<file path="src/rtl/pc_driver.sv">
// pc_driver: turns STEP/FWD/BACK/HALT requests into PC inc/add/sub strobes.
// Optional macro PC_DRV_WRAP_CHECK_EN enables branch range checks against pc_in.
module pc_driver (
   input  logic        clk,
   input  logic        reset,
   input  logic        req_valid,
   output logic        req_ready,
   input  logic [1:0]  req_op,
   input  logic [15:0] req_arg,
   input  logic [15:0] pc_in,
   output logic        inc,
   output logic        add,
   output logic        sub,
   output logic [15:0] offset,
   output logic        busy,
   output logic        halted,
   output logic        err
);

   typedef enum logic [1:0] {
      OP_STEP = 2'b00,
      OP_FWD  = 2'b01,
      OP_BACK = 2'b10,
      OP_HALT = 2'b11
   } op_e;

   op_e         op_q, op_d;
   logic [15:0] cnt_q, cnt_d;
   logic [15:0] off_q, off_d;
   logic        halted_q, halted_d;
   logic        err_q, err_d;
   logic        inc_q, inc_d;
   logic        add_q, add_d;
   logic        sub_q, sub_d;
   logic [15:0] offset_q, offset_d;
   logic        accept;
   logic        reject;

`ifdef PC_DRV_WRAP_CHECK_EN
   logic [16:0] fwd_sum;

   assign fwd_sum   = {1'b0, pc_in} + {1'b0, req_arg};
   assign reject    = ((op_e'(req_op) == OP_FWD) && (fwd_sum > 17'h0FFFF))
                   || ((op_e'(req_op) == OP_BACK) && (req_arg > pc_in));
   // Issue only when idle so pc_in already reflects every earlier pulse.
   assign req_ready = (cnt_q == 16'd0) && !halted_q;
`else
   logic unused_pc;

   assign unused_pc = ^pc_in;
   assign reject    = 1'b0;
   assign req_ready = (cnt_q <= 16'd1) && !halted_q;
`endif

   assign accept = req_valid && req_ready;
   assign busy   = (cnt_q != 16'd0);

   always_comb begin
      op_d     = op_q;
      off_d    = off_q;
      halted_d = halted_q;
      err_d    = 1'b0;
      cnt_d    = (cnt_q != 16'd0) ? cnt_q - 16'd1 : 16'd0;
      if (accept) begin
         unique case (op_e'(req_op))
            OP_STEP: begin
               op_d  = OP_STEP;
               cnt_d = req_arg;
            end
            OP_FWD, OP_BACK: begin
               op_d  = op_e'(req_op);
               off_d = req_arg;
               cnt_d = reject ? 16'd0 : 16'd1;
               err_d = reject;
            end
            OP_HALT: begin
               cnt_d    = 16'd0;
               halted_d = 1'b1;
            end
         endcase
      end
      inc_d    = (op_d == OP_STEP) && (cnt_d != 16'd0);
      add_d    = (op_d == OP_FWD)  && (cnt_d != 16'd0);
      sub_d    = (op_d == OP_BACK) && (cnt_d != 16'd0);
      offset_d = (add_d || sub_d) ? off_d : 16'd0;
   end

   always_ff @(posedge clk or posedge reset) begin
      if (reset) begin
         op_q     <= OP_STEP;
         cnt_q    <= 16'd0;
         off_q    <= 16'd0;
         halted_q <= 1'b0;
         err_q    <= 1'b0;
         inc_q    <= 1'b0;
         add_q    <= 1'b0;
         sub_q    <= 1'b0;
         offset_q <= 16'd0;
      end else begin
         op_q     <= op_d;
         cnt_q    <= cnt_d;
         off_q    <= off_d;
         halted_q <= halted_d;
         err_q    <= err_d;
         inc_q    <= inc_d;
         add_q    <= add_d;
         sub_q    <= sub_d;
         offset_q <= offset_d;
      end
   end

   assign inc    = inc_q;
   assign add    = add_q;
   assign sub    = sub_q;
   assign offset = offset_q;
   assign halted = halted_q;
   assign err    = err_q;

endmodule

</file>
<file path="config.mk">
export PLATFORM = sky130hd
export DESIGN_NAME = pc_driver
export DESIGN_NICKNAME = d
export VERILOG_FILES = /design/src/rtl/pc_driver.sv
export SDC_FILE = /design/constraint.sdc
export NUM_CORES = 1
export LEC_CHECK = 0
export BUFFER_PORTS_ARGS = -buffer_cell sky130_fd_sc_hd__buf_2
export CORE_AREA = 2 2 61 106
export DETAILED_ROUTE_END_ITERATION = 16
export DIE_AREA = 0 0 63 108
export PLACE_DENSITY = 0.7
export SLEW_MARGIN = 15
export SYNTH_ARGS = -nofsm -noshare
export SYNTH_HDL_FRONTEND = slang
export SYNTH_SLANG_ARGS = --single-unit
</file>
<file path="constraint.sdc">
create_clock -name clk -period 3 [get_ports clk]
set_input_delay 0.3 -clock clk [delete_from_list [all_inputs] [get_ports clk]]
set_output_delay 0.3 -clock clk [all_outputs]
set_load 0.01 [all_outputs]
</file>
==> impl_metrics.csv <==
group,metric,value,unit
outcome,status,"completed",
synth,synth.distinct_cells,40,
worst_setup_path,crit_path_end_kind,"flip-flop",
route,ant_nets,0,
pwr,p_clk_share,39.1,%
synth,synthTopCellsByCount,"dfrtp_1 (54), inv_1 (26), nand2_1 (26), nor3_1 (22), mux2i_1 (18)",
global_routing,antenna_found_initial,0,
synth,muxShareOfSynthArea,8.65,%
synth,synth_fp_nets,287,
pwr,swShare,21.7,%
sta,rsz0062_at_grt,"false",
finish,flow.area_growth_from_synthesis,20.0,%
worst_setup_path,path_cells,"nor4_4 > nand2_1 > buf_4 > or2_2 > o41ai_1 > a2111oi_4 > buf_12 > nor3_1",
synth,synth-simple-area-share,19.3,%
synth,synth_flop_cell,"dfrtp_1",
synth,netlist_area,2600,um^2
clocking,clkTransAtPathRegs,0.10,ns
floorplan,die-height,108,um
synth,yosysTopAreaCell,"dfrtp_1",
sta,final_hold_viol_count,0,
clocking,numCtsBuffers,5,
route,drt_wl_total,5580,um
clocking,cts_tree,"built",
pwr,irDropWorstVdd,392,uV
pwr,pwr-share-comb,3.8,%
worst_setup_path,path_buf_inv,2,
clocking,clock_latency,0.31,ns
finish,regArea,1350,um^2
sta,fin_ws,0.383,ns
finish,final_nets,345,
floorplan,row_count,37,
pwr,pwr-share-seq,57.1,%
worst_setup_path,cpPeakStageDelay,0.59,ns
place,io_buffers,42,
worst_setup_path,worstPathRequired,3.23,ns
route,drc_errors,0,
pwr,p_leak,1.65,nW
floorplan,die_area,6800,um^2
floorplan,chipWidth,63,um
pwr,p_sw,0.277,mW
global_routing,overflow,0,
synth,ys_top_cells_by_area,"dfrtp_1 (52%), mux2i_1 (6.9%), nor3_1 (4.2%)",
pwr,p_int,0.996,mW
place,dpl.hpwl,4300,um
sta,setup_viol,0,
worst_setup_path,crit_slowest_cell,"o41ai_1",
clocking,h-tree-depth,2,
route,post_drt_wl_per_cell,14.7,um
route,drt_iter0_markers,28,
finish,nFillCells,552,
finish,multi_input_area,1110,um^2
floorplan,core_area,5880,um^2
clocking,cts_buffer_depth,2,
sta,worst_pin_slew,0.898,ns
synth,async_reset_ff_share,100,%
global_routing,grt.total_usage,17.8,%
global_routing,grt_max_degree,55,
sta,slew_viol_final,0,
sta,slew_headroom,40.1,%
run,maxCapViolCount,0,
sta,fin_tns_setup,0,ns
worst_setup_path,critical_path.max_fanout,19,
global_routing,grt_pass1_wl,9320,um
clocking,cts-root-buf,"clkbuf_8",
synth,synthAdderAreaFrac,3.37,%
route,viasPerCell,5.06,
synth,yosys_warnings,0,
worst_setup_path,critPathTopFamily,"simple AND/OR/NAND/NOR gates",
synth,synth_xor_area_share,4.04,%
synth,synth_compound_area_share,7.12,%
worst_setup_path,startpoint_type,"flip-flop",
worst_hold_path,holdCritPathClass,"in2async",
place,dp_slack,0.0404,ns
sta,period_share,87.2,%
finish,final_layout_size_suffix_gt1_share,28.8,%
synth,synth_most_common_cell,"dfrtp_1",
place,place_congestion,0.910,
route,vias,1924,
sta,max_freq,382,MHz
worst_setup_path,crit_type,"reg2reg",
finish,n_antenna_cell,0,
worst_setup_path,worstPathArrival,2.85,ns
synth,synth_seq_area_share,51.9,%
synth,avgSynthCellArea,10.7,um^2
pwr,power_density,407,nW/um^2
synth,ys_seq_elements,54,
global_routing,grt_pass1_vias,2034,
synth,yosysTopAreaCellShare,51.9,%
sta,finalCriticalPeriod,2.62,ns
synth,synth-edff-count,0,
floorplan,start_util,44.3,%
route,firstDrtPassIters,4,
floorplan,ios,60,
clocking,clkSinkCount,54,
synth,synth_top_family_by_area,"simple AND/OR/NAND/NOR gates",
clocking,cts-resized-gates,0,
synth,syn_inst,243,
sta,fin_skew,0.00811,ns
==> registers in the layout (all words and copies together), names as in the netlist <==
name	count
sub	1
add	1
halted	1
offset	16
off_q	16
op_q	2
cnt_q	16
inc	1
==> repair_timing <==
item,in CTS,in global routing
endpoints found under the setup margin,0,18
hold buffers,0,0
buffers inserted,0,1
endpoints found under the hold margin,0,0
==> power groups by stage <==
stage / Sequential (mW) / Clock [mW] / Combinational [mW]
2_1_floorplan: 0.742 / 0 / 0.0221
6_report: 0.727 / 0.498 / 0.0482
3_5_place_dp: 0.742 / 0 / 0.0491
3_3_place_gp: 0.742 / 0 / 0.0486
5_1_grt: 0.728 / 0.540 / 0.0548
4_1_cts: 0.727 / 0.513 / 0.0496
==> placed cells by master, fill, tap and decap left out, drive strengths merged <==
cell,instances
and4b,1
a2111oi,2
buf,59
nor4b,1
o41ai,1
o21ai,17
bufinv,1
or3,1
mux2i,18
or4,1
nor4,5
nor2,7
inv,26
mux2,4
ha,7
nand3,3
nand2,26
nor2b,2
and3,3
a31o,1
nor3,26
clkbuf,5
nand4,4
conb,1
a41oi,1
a31oi,2
nor3b,4
dfrtp,54
xor2,6
clkinv,2
or2,2
a21oi,3
xnor2,6
==> worst paths after layout <==
kind | from | end | slack (ns) | cells past startpoint
max | cnt_q[13] | offset[11] | 0.38 | 8
min | reset | off_q[11] | 0.13 | 2
max reg2reg | cnt_q[13] | offset[11] | 0.38 | 8
min reg2reg | off_q[3] | off_q[3] | 0.49 | 2
max in group asynchronous | reset | cnt_q[2] | 2.33 | 2
min in group clk | req_arg[14] | cnt_q[14] | 0.22 | 3
==> stage by stage <==
stage	instance area, um^2	std cells	utilization (%)	hold slack, ns	total power, mW
final	3120	380	53.1	0.135	1.27
after global routing	3120	380	53.1	0.212	1.32
after CTS	3100	379	52.8	0.211	1.29
after detailed placement	2990	371	50.8	0.470	0.791
after global placement	2990	371	50.8	0.463	0.790
after floorplan	2600	243	-	0.413	0.764
==> kinds of logic (layout without fill, tap and decap cells) <==
| group | after synthesis | after routing |
|---|---|---|
| and+or+nand+nor | 86 | 86 |
| DFF | 54 | 54 |
| buffers and inverters | 34 | 93 |
| AOI/OAI and AO/OA | 27 | 27 |
| muxes | 22 | 22 |
| xor gates and xnor gates | 12 | 12 |
| adders and majority gates | 7 | 7 |
| other | 1 | 1 |
==> layout make-up <==
class                      count  area share [%]
timing repair buffer          59            11.2
clock inverter                 3            1.52
tap                           78            3.12
inverter                      26            3.16
clock buffer                   5            2.20
multi-input combinational    155            35.5
sequential                    54            43.3
==> routing by layer <==
layer | share of wire [%] | up-vias | global-route usage, % | wire [um]
met5 | 0 | - | 0 | 0
met4 | 3.4 | 0 | 10.6 | 188
met3 | 2.5 | 13 | 2.39 | 138
met2 | 54 | 39 | 31.9 | 3040
met1 | 40 | 930 | 19.9 | 2220
li1 | - | 942 | - | -
No activity file was read; power rests on OpenSTA's default activity.
